## config.mk

```make
export PLATFORM = sky130hd
export DESIGN_NAME = piano_key_debounce
export DESIGN_NICKNAME = d
export VERILOG_FILES = /design/src/rtl/piano_key_debounce.sv
export SDC_FILE = /design/constraint.sdc
export NUM_CORES = 1
export LEC_CHECK = 0
export CAP_MARGIN = 20
export CORE_AREA = 2 2 188 190
export CTS_BUF_LIST = sky130_fd_sc_hd__clkbuf_4 sky130_fd_sc_hd__clkbuf_8
export DETAILED_ROUTE_END_ITERATION = 10
export DIE_AREA = 0 0 190 192
export GPL_TIMING_DRIVEN = 0
export PLACE_DENSITY_LB_ADDON = 0.08
export RECOVER_POWER = 25
export SYNTH_ARGS = -nofsm -noshare
export SYNTH_HDL_FRONTEND = slang
export SYNTH_SLANG_ARGS = --single-unit
```

## constraint.sdc

```tcl
create_clock -name clk -period 20.8 [get_ports clk]
set_input_delay 6.24 -clock clk [delete_from_list [all_inputs] [get_ports clk]]
set_output_delay 6.24 -clock clk [all_outputs]
set_load 0.03 [all_outputs]
```

## src/rtl/piano_key_debounce.sv

```systemverilog
// -----------------------------------------------------------------------------
// piano_key_debounce
//
// Front-end conditioning for the 13-key piano. Raw active-low buttons are
// synchronized, debounced per key, priority-resolved and presented as a clean
// active-low key vector for the tone-select stage, plus a key index and a
// one-cycle press pulse for status display.
//
// Optional feature macro: PIANO_KEY_LOCK_EN
//   defined   : single-key lock FSM (IDLE/HELD); key_out has at most one bit low
//   undefined : key_out follows the debounced vector, chords pass through
//
// Parameters
//   DEBOUNCE_CYCLES : clk cycles a changed input must stay steady before it is
//                     accepted (>= 2). Default 240000 = 20 ms at 12 MHz.
//
// Ports
//   clk         : system clock
//   rst         : asynchronous active-high reset
//   key_raw     : raw buttons, active-low, bit 12 = C4 ... bit 0 = C5
//   key_out     : debounced (optionally locked) vector, active-low, same order
//   key_idx     : bit number of the reported key, 4'hF when none
//   press_pulse : one cycle high when a new key first appears on key_out
// -----------------------------------------------------------------------------
module piano_key_debounce #(
  parameter int DEBOUNCE_CYCLES = 240000
) (
  input  logic        clk,
  input  logic        rst,
  input  logic [12:0] key_raw,
  output logic [12:0] key_out,
  output logic [3:0]  key_idx,
  output logic        press_pulse
);

  localparam int            NKEYS    = 13;
  localparam int            CW       = (DEBOUNCE_CYCLES > 1) ? $clog2(DEBOUNCE_CYCLES) : 1;
  localparam logic [CW-1:0] CNT_MAX  = CW'(DEBOUNCE_CYCLES - 1);
  localparam logic [3:0]    IDX_NONE = 4'hF;

  // ---------------------------------------------------------------------------
  // Two-flop synchronizer. Reset to 1 so every key starts out released.
  // ---------------------------------------------------------------------------
  logic [NKEYS-1:0] r_sync1;
  logic [NKEYS-1:0] r_sync2;

  always_ff @(posedge clk or posedge rst) begin
    if (rst) begin
      r_sync1 <= '1;
      r_sync2 <= '1;
    end else begin
      r_sync1 <= key_raw;
      r_sync2 <= r_sync1;
    end
  end

  // ---------------------------------------------------------------------------
  // Per-key debounce. The counter runs only while the synchronized input
  // disagrees with the accepted level; any return to the accepted level clears
  // it, so only DEBOUNCE_CYCLES consecutive disagreeing samples flip the key.
  // ---------------------------------------------------------------------------
  logic [NKEYS-1:0] w_stable;

  genvar gi;
  generate
    for (gi = 0; gi < NKEYS; gi++) begin : g_key
      logic [CW-1:0] r_cnt;
      logic          r_stable;

      always_ff @(posedge clk or posedge rst) begin
        if (rst) begin
          r_cnt    <= '0;
          r_stable <= 1'b1;
        end else if (r_sync2[gi] == r_stable) begin
          r_cnt <= '0;
        end else if (r_cnt == CNT_MAX) begin
          r_stable <= r_sync2[gi];
          r_cnt    <= '0;
        end else begin
          r_cnt <= r_cnt + CW'(1);
        end
      end

      assign w_stable[gi] = r_stable;
    end
  endgenerate

  // ---------------------------------------------------------------------------
  // Priority encoder: highest pressed bit number wins (C4 over C5).
  // Ascending scan so the last match, the highest bit, is kept.
  // ---------------------------------------------------------------------------
  logic [3:0] w_winner;

  always_comb begin
    w_winner = IDX_NONE;
    for (int i = 0; i < NKEYS; i++) begin
      if (!w_stable[i]) begin
        w_winner = 4'(i);
      end
    end
  end

  // Next values for the registered outputs, produced by either mode below.
  logic [NKEYS-1:0] w_key_out_next;
  logic [3:0]       w_key_idx_next;
  logic             w_pulse_next;

  logic [NKEYS-1:0] r_key_out;
  logic [3:0]       r_key_idx;
  logic             r_press_pulse;

`ifdef PIANO_KEY_LOCK_EN
  // ---------------------------------------------------------------------------
  // Single-key lock. The first winner is latched and reported until that very
  // key is released; other keys are ignored meanwhile. A release always shows
  // one all-released cycle before another still-held key is captured.
  // ---------------------------------------------------------------------------
  typedef enum logic {
    S_IDLE = 1'b0,
    S_HELD = 1'b1
  } state_t;

  state_t           r_state;
  state_t           w_state_next;
  logic [3:0]       r_held_idx;
  logic [3:0]       w_held_idx_next;
  logic [NKEYS-1:0] r_held_mask;
  logic [NKEYS-1:0] w_held_mask_next;
  logic [NKEYS-1:0] w_winner_mask;
  logic             w_any_pressed;
  logic             w_held_released;

  assign w_any_pressed   = ~&w_stable;
  // A winner of 4'hF shifts the bit out entirely; only used when a key is down.
  assign w_winner_mask   = NKEYS'(1) << w_winner;
  assign w_held_released = |(r_held_mask & w_stable);

  // State register
  always_ff @(posedge clk or posedge rst) begin
    if (rst) begin
      r_state     <= S_IDLE;
      r_held_idx  <= IDX_NONE;
      r_held_mask <= '0;
    end else begin
      r_state     <= w_state_next;
      r_held_idx  <= w_held_idx_next;
      r_held_mask <= w_held_mask_next;
    end
  end

  // Next-state logic
  always_comb begin
    w_state_next     = r_state;
    w_held_idx_next  = r_held_idx;
    w_held_mask_next = r_held_mask;
    case (r_state)
      S_IDLE: begin
        if (w_any_pressed) begin
          w_state_next     = S_HELD;
          w_held_idx_next  = w_winner;
          w_held_mask_next = w_winner_mask;
        end
      end
      S_HELD: begin
        if (w_held_released) begin
          w_state_next     = S_IDLE;
          w_held_idx_next  = IDX_NONE;
          w_held_mask_next = '0;
        end
      end
      default: begin
        w_state_next     = S_IDLE;
        w_held_idx_next  = IDX_NONE;
        w_held_mask_next = '0;
      end
    endcase
  end

  // Output logic: values registered on the same edge as the state change, so
  // the captured key and its pulse appear together.
  always_comb begin
    w_key_out_next = '1;
    w_key_idx_next = IDX_NONE;
    w_pulse_next   = 1'b0;
    case (r_state)
      S_IDLE: begin
        if (w_any_pressed) begin
          w_key_out_next = ~w_winner_mask;
          w_key_idx_next = w_winner;
          w_pulse_next   = 1'b1;
        end
      end
      S_HELD: begin
        if (!w_held_released) begin
          w_key_out_next = ~r_held_mask;
          w_key_idx_next = r_held_idx;
        end
      end
      default: begin
        w_key_out_next = '1;
      end
    endcase
  end
`else
  // ---------------------------------------------------------------------------
  // Pass-through mode: the debounced vector is reported as is. r_key_out holds
  // last cycle's debounced vector, so a 1 there with a 0 now is a new press.
  // ---------------------------------------------------------------------------
  assign w_key_out_next = w_stable;
  assign w_key_idx_next = w_winner;
  assign w_pulse_next   = |(r_key_out & ~w_stable);
`endif

  // ---------------------------------------------------------------------------
  // Output register
  // ---------------------------------------------------------------------------
  always_ff @(posedge clk or posedge rst) begin
    if (rst) begin
      r_key_out     <= '1;
      r_key_idx     <= IDX_NONE;
      r_press_pulse <= 1'b0;
    end else begin
      r_key_out     <= w_key_out_next;
      r_key_idx     <= w_key_idx_next;
      r_press_pulse <= w_pulse_next;
    end
  end

  assign key_out     = r_key_out;
  assign key_idx     = r_key_idx;
  assign press_pulse = r_press_pulse;

endmodule

```

### Yosys cells after proc, flatten, opt, wreduce, memory -nomap -nowiden

Index checks and enable logic that the tools add are counted.

| storage, ports and cells | value |
|---|---|
| logic and storage cells | 138 |
| memories | 0 |
| flip-flop bits (word level) | 291 |
| RAM bits | 0 |
| output and inout port bits | 18 |
| bits in read-only memories | 0 |
| input bits | 15 |
| latch bits | 0 |

| cells by class | value |
|---|---|
| divide/modulo/power cells | 0 |
| $mul | 0 |
| add/sub/neg operators | 13 |
| order comparisons | 0 |
| reductions and logical operators | 14 |
| multiplexer cells | 39 |
| equality and inequality tests | 26 |
| bitwise gates (word level) | 15 |
| shift operators | 0 |

Operator list:

| cell | count |
|---|---|
| 2-to-1 mux 18 bit | 26 |
| adder 18 x 1 -> 18 bit, second input constant | 13 |
| equality test 18 bit, second input constant | 13 |
| 2-to-1 mux 4 bit | 13 |
| AND reduction 2 bit | 13 |
| bitwise AND 13 bit | 1 |
| equality test 1 bit | 13 |
| NOT 1 bit | 13 |
| NOT 13 bit | 1 |
| OR reduction 13 bit | 1 |

### Logic depth before layout (Yosys ltp)

| depth | value |
|---|---|
| depth in word-level cells | 13 |
| depth in mapped cells | 7 |
| mapped depth without buffers | 5 |

### Worst setup path before layout

No wires, ideal clock.

| timing | value |
|---|---|
| path type | flip-flop to output port |
| start point | register r_key_out[7] (netlist: key_out[7]) |
| end point | output key_out[7] |
| cell stages (with the launch flop) | 1 |
| data required time | 14,560 ps |
| buffers on the path | 0 |
| slack | 13,963 ps |
| data arrival time | 597 ps |
| cell sequence | dfstp_2 |

RTL lines:

| item | line | text |
|---|---|---|
| start, declared | 108 | `logic [NKEYS-1:0] r_key_out;` |
| start signal, assigned | 223 | `r_key_out <= w_key_out_next;` |
| end, declared | 31 | `output logic [12:0] key_out,` |

No word-level cell between the ends.

### Final worst setup path

| timing | value |
|---|---|
| start point | register r_key_out[11] (netlist: key_out[11]) |
| end point | output key_out[11] |

No word-level cell between the ends.

==> impl_metrics.tcl <==
set metrics [dict create \
    antenna_found_initial 0 \
    status "finished clean" \
    ys_warn_count 0 \
    place_ws_ns 13.09 \
    grt_max_degree 122 \
    final_max_slew_viol_count 0 \
    syn_area_per_cell_um2 10.2 \
    htree_num_levels 2 \
    grt_pass1_vias 9570 \
    dpl.cell_count 1821 \
    worstPathArrival_ns 1.83 \
    synth_area_leaders "dfrtp_1 (43%), dfstp_2 (11%), xnor2_1 (9.1%)" \
    synth-edff-count 0 \
    yosysUniqueCellTypes 51 \
    io_pins 33 \
    tightest_slew_ns 1.03 \
    nFillCells 3261 \
    cts_tree "built" \
    placed_cell_area_um2 14600 \
    die_h_um 192 \
    die_w_um 190 \
    wl_per_cell_um 14.0 \
    clock-sinks 291 \
    synth_top_area_cell "dfrtp_1" \
    cts_resized 0 \
    required_ns 14.56 \
    netlist_instances 1332 \
    path_cells "clkdlybuf4s50_1" \
    critPathMaxFanout 2 \
    fp.dieArea_um2 36500 \
    cts-buffers-inserted 52 \
    setup_tns_ns 0 \
    critPathKind "register to primary output" \
    grt_usage 0.156 \
    final_util 0.459 \
    stdcell_count 1919 \
    pwr-share-seq 0.476 \
    syn_nets 1360 \
    power_frac_clock 0.493 \
    synth_top_area_frac 0.432 \
    gr-total-overflow 0 \
    p_per_area_nw_per_um2 78.3 \
    worstSetupEndpointType "primary output" \
    grt_pass1_wl_um 47300 \
    cts_hold_buffers 0 \
    fin_area_um2 15700 \
    clk_pin_slew_ns 0.06 \
    slew_headroom 0.305 \
    path_buf_inv 1 \
    drc_errors 0 \
    holdCritPathClass "register to register" \
    cp_slowest_stage_delay_ns 0.67 \
    final.setup.worst_slack_ns 12.73 \
    viasPerCell 5.00 \
    via_count 9587 \
    clk_path_buf_depth 3 \
    core_um2 34300 \
    synth-seq-area-share 0.540 \
    drive_gt1_frac 0.131 \
    insertion_delay_ns 0.61 \
    fin_worst_skew_ns 0.0180 \
    ir_drop_mv 0.0380 \
    slowest_stage "clkdlybuf4s50_1" \
    fin_crit_ns 8.07 \
    ant_nets 0 \
    n_antenna_cell 0 \
    switching_share 0.227 \
    place_congestion 0.798 \
    max_clock_freq_ghz 0.124 \
    synthFlopType "dfrtp_1" \
    final_nets 1448 \
    initial_core_util 0.397 \
    combPwrFrac 0.030 \
    routed_wl_um 26900 \
    start_kind "register" \
    internal-power_w 0.000952 \
    post-dp-hpwl_um 17500 \
    finalSetupViolCount 0 \
    crit_family "buffers and inverters" \
    clockRootBuffer "clkbuf_8" \
    ys_async_sr_fraction 1.00 \
    post_cts_buffers 0 \
    placement.io_buffers 32 \
    power.leakage_nw 6.09 \
    drt_first_iter_violations 466 \
    fin_crit_sh 0.388 \
    area_growth_pct 15.5 \
    netSwitchingPower_w 0.000279 \
    netlist_area_um2 13600 \
    final-hold-violation-count 0 \
    ys_ff_latch 291 \
    drt_pass1_iterations 4 \
    rows 68 \
    rsz0062_at_grt "no" \
    max_cap_violations 0 \
]
[per-stage QoR]
stage                     hold WS, ns  total power (W)
after CTS                       0.356          0.00126
after global placement          0.346         0.000635
final                           0.354          0.00123
after detailed placement        0.347         0.000636
after floorplan                 0.345         0.000620
after global routing            0.358          0.00129
[flip-flops by register name (all words and copies together), names as in the netlist]
register	count
g_key.r_cnt	234
g_key.r_stable	13
key_out	13
r_sync1	13
r_sync2	13
key_idx	4
press_pulse	1
[power groups by stage]
stage | logic [W] | registers, W | clock network [W]
global placement | 0.0000381 | 0.000596 | 0
floorplan | 0.0000263 | 0.000594 | 0
detailed placement | 0.0000395 | 0.000596 | 0
CTS | 0.0000398 | 0.000587 | 0.000633
finish | 0.0000373 | 0.000586 | 0.000607
global route | 0.0000441 | 0.000588 | 0.000662
[routing by layer]
layer / GRT usage / vias up / part of all wire
li1: - / 4817 / -
met3: 0.0382 / 41 / 0.045
met4: 0.0465 / 0 / 0.020
met1: 0.223 / 4604 / 0.50
met2: 0.235 / 125 / 0.44
met5: 0 / - / 0
[placed cells by master (no fill, tap or decap), drive strengths merged, types with 11 or more instances in the layout]
| cell type | n |
|---|---|
| o21ai | 24 |
| buf | 13 |
| and3 | 14 |
| clkbuf | 100 |
| or3 | 11 |
| dfrtp | 235 |
| xnor2 | 142 |
| nand3 | 94 |
| nand4 | 64 |
| nor4 | 59 |
| mux2 | 13 |
| xor2 | 55 |
| ha | 13 |
| nor4b | 12 |
| inv | 47 |
| clkdlybuf4s50 | 32 |
| nor3 | 53 |
| a21oi | 20 |
| nand2 | 65 |
| dfstp | 56 |
| nor2 | 237 |
[area by class of cell]
| type | count | area [um^2] | area share |
|---|---|---|---|
| Buffer | 30 | 126 | 0.00804 |
| Clock buffer | 81 | 1020 | 0.0649 |
| Clock inverter | 17 | 193 | 0.0123 |
| Inverter | 47 | 184 | 0.0117 |
| Multi-Input combinational cell | 964 | 5900 | 0.375 |
| Sequential cell | 291 | 7350 | 0.468 |
| Tap cell | 455 | 569 | 0.0362 |
| Timing Repair Buffer | 34 | 375 | 0.0239 |
[synthesized netlist by cell type (4+ instances only)]
cell type and number:
or2_2 9, nor3_1 53, buf_2 16, inv_1 47, and4_1 6, nor4_2 4
mux2i_1 8, xnor2_1 142, nor2_1 237, dfstp_2 56, ha_1 13, a31o_2 7
nor2b_1 6, o31ai_1 4, nor4_1 55, a21oi_1 19, nor4bb_1 9, nand4b_1 4
or3_1 9, nand3_1 94, xor2_1 55, clkbuf_1 14, and2_1 10, o21ai_2 4
or4_1 4, nand4_1 60, o21ai_0 18, and3_1 14, dfrtp_1 235, nor4b_1 12
mux2_2 13, nand2_1 65
[worst paths after layout]
| path | cells past startpoint | slack [ns] | endpoint | start |
|---|---|---|---|---|
| min | 0 | 0.35 | r_sync2[2]$_DFF_PP1_ | r_sync1[2]$_DFF_PP1_ |
| min reg2reg | 0 | 0.35 | r_sync2[2]$_DFF_PP1_ | r_sync1[2]$_DFF_PP1_ |
| max | 1 | 12.73 | key_out[11] | key_out[11]$_DFF_PP1_ |
| max reg2reg | 6 | 18.07 | g_key[2].r_cnt[14]$_DFF_PP0_ | g_key[2].r_cnt[0]$_DFF_PP0_ |
| max in group asynchronous | 3 | 13.78 | g_key[2].r_cnt[15]$_DFF_PP0_ | rst |
| min in group asynchronous | 2 | 6.08 | g_key[10].r_cnt[2]$_DFF_PP0_ | rst |
[logic make-up after synthesis]
group | share of synthesized area
and+or+nand+nor | 0.247
muxes | 0.0166
DFF | 0.540
AOI/OAI and AO/OA | 0.0353
xor gates and xnor gates | 0.127
adders and majority gates | 0.0119
buffers and inverters | 0.0227
No activity file was read; power rests on OpenSTA's default activity.
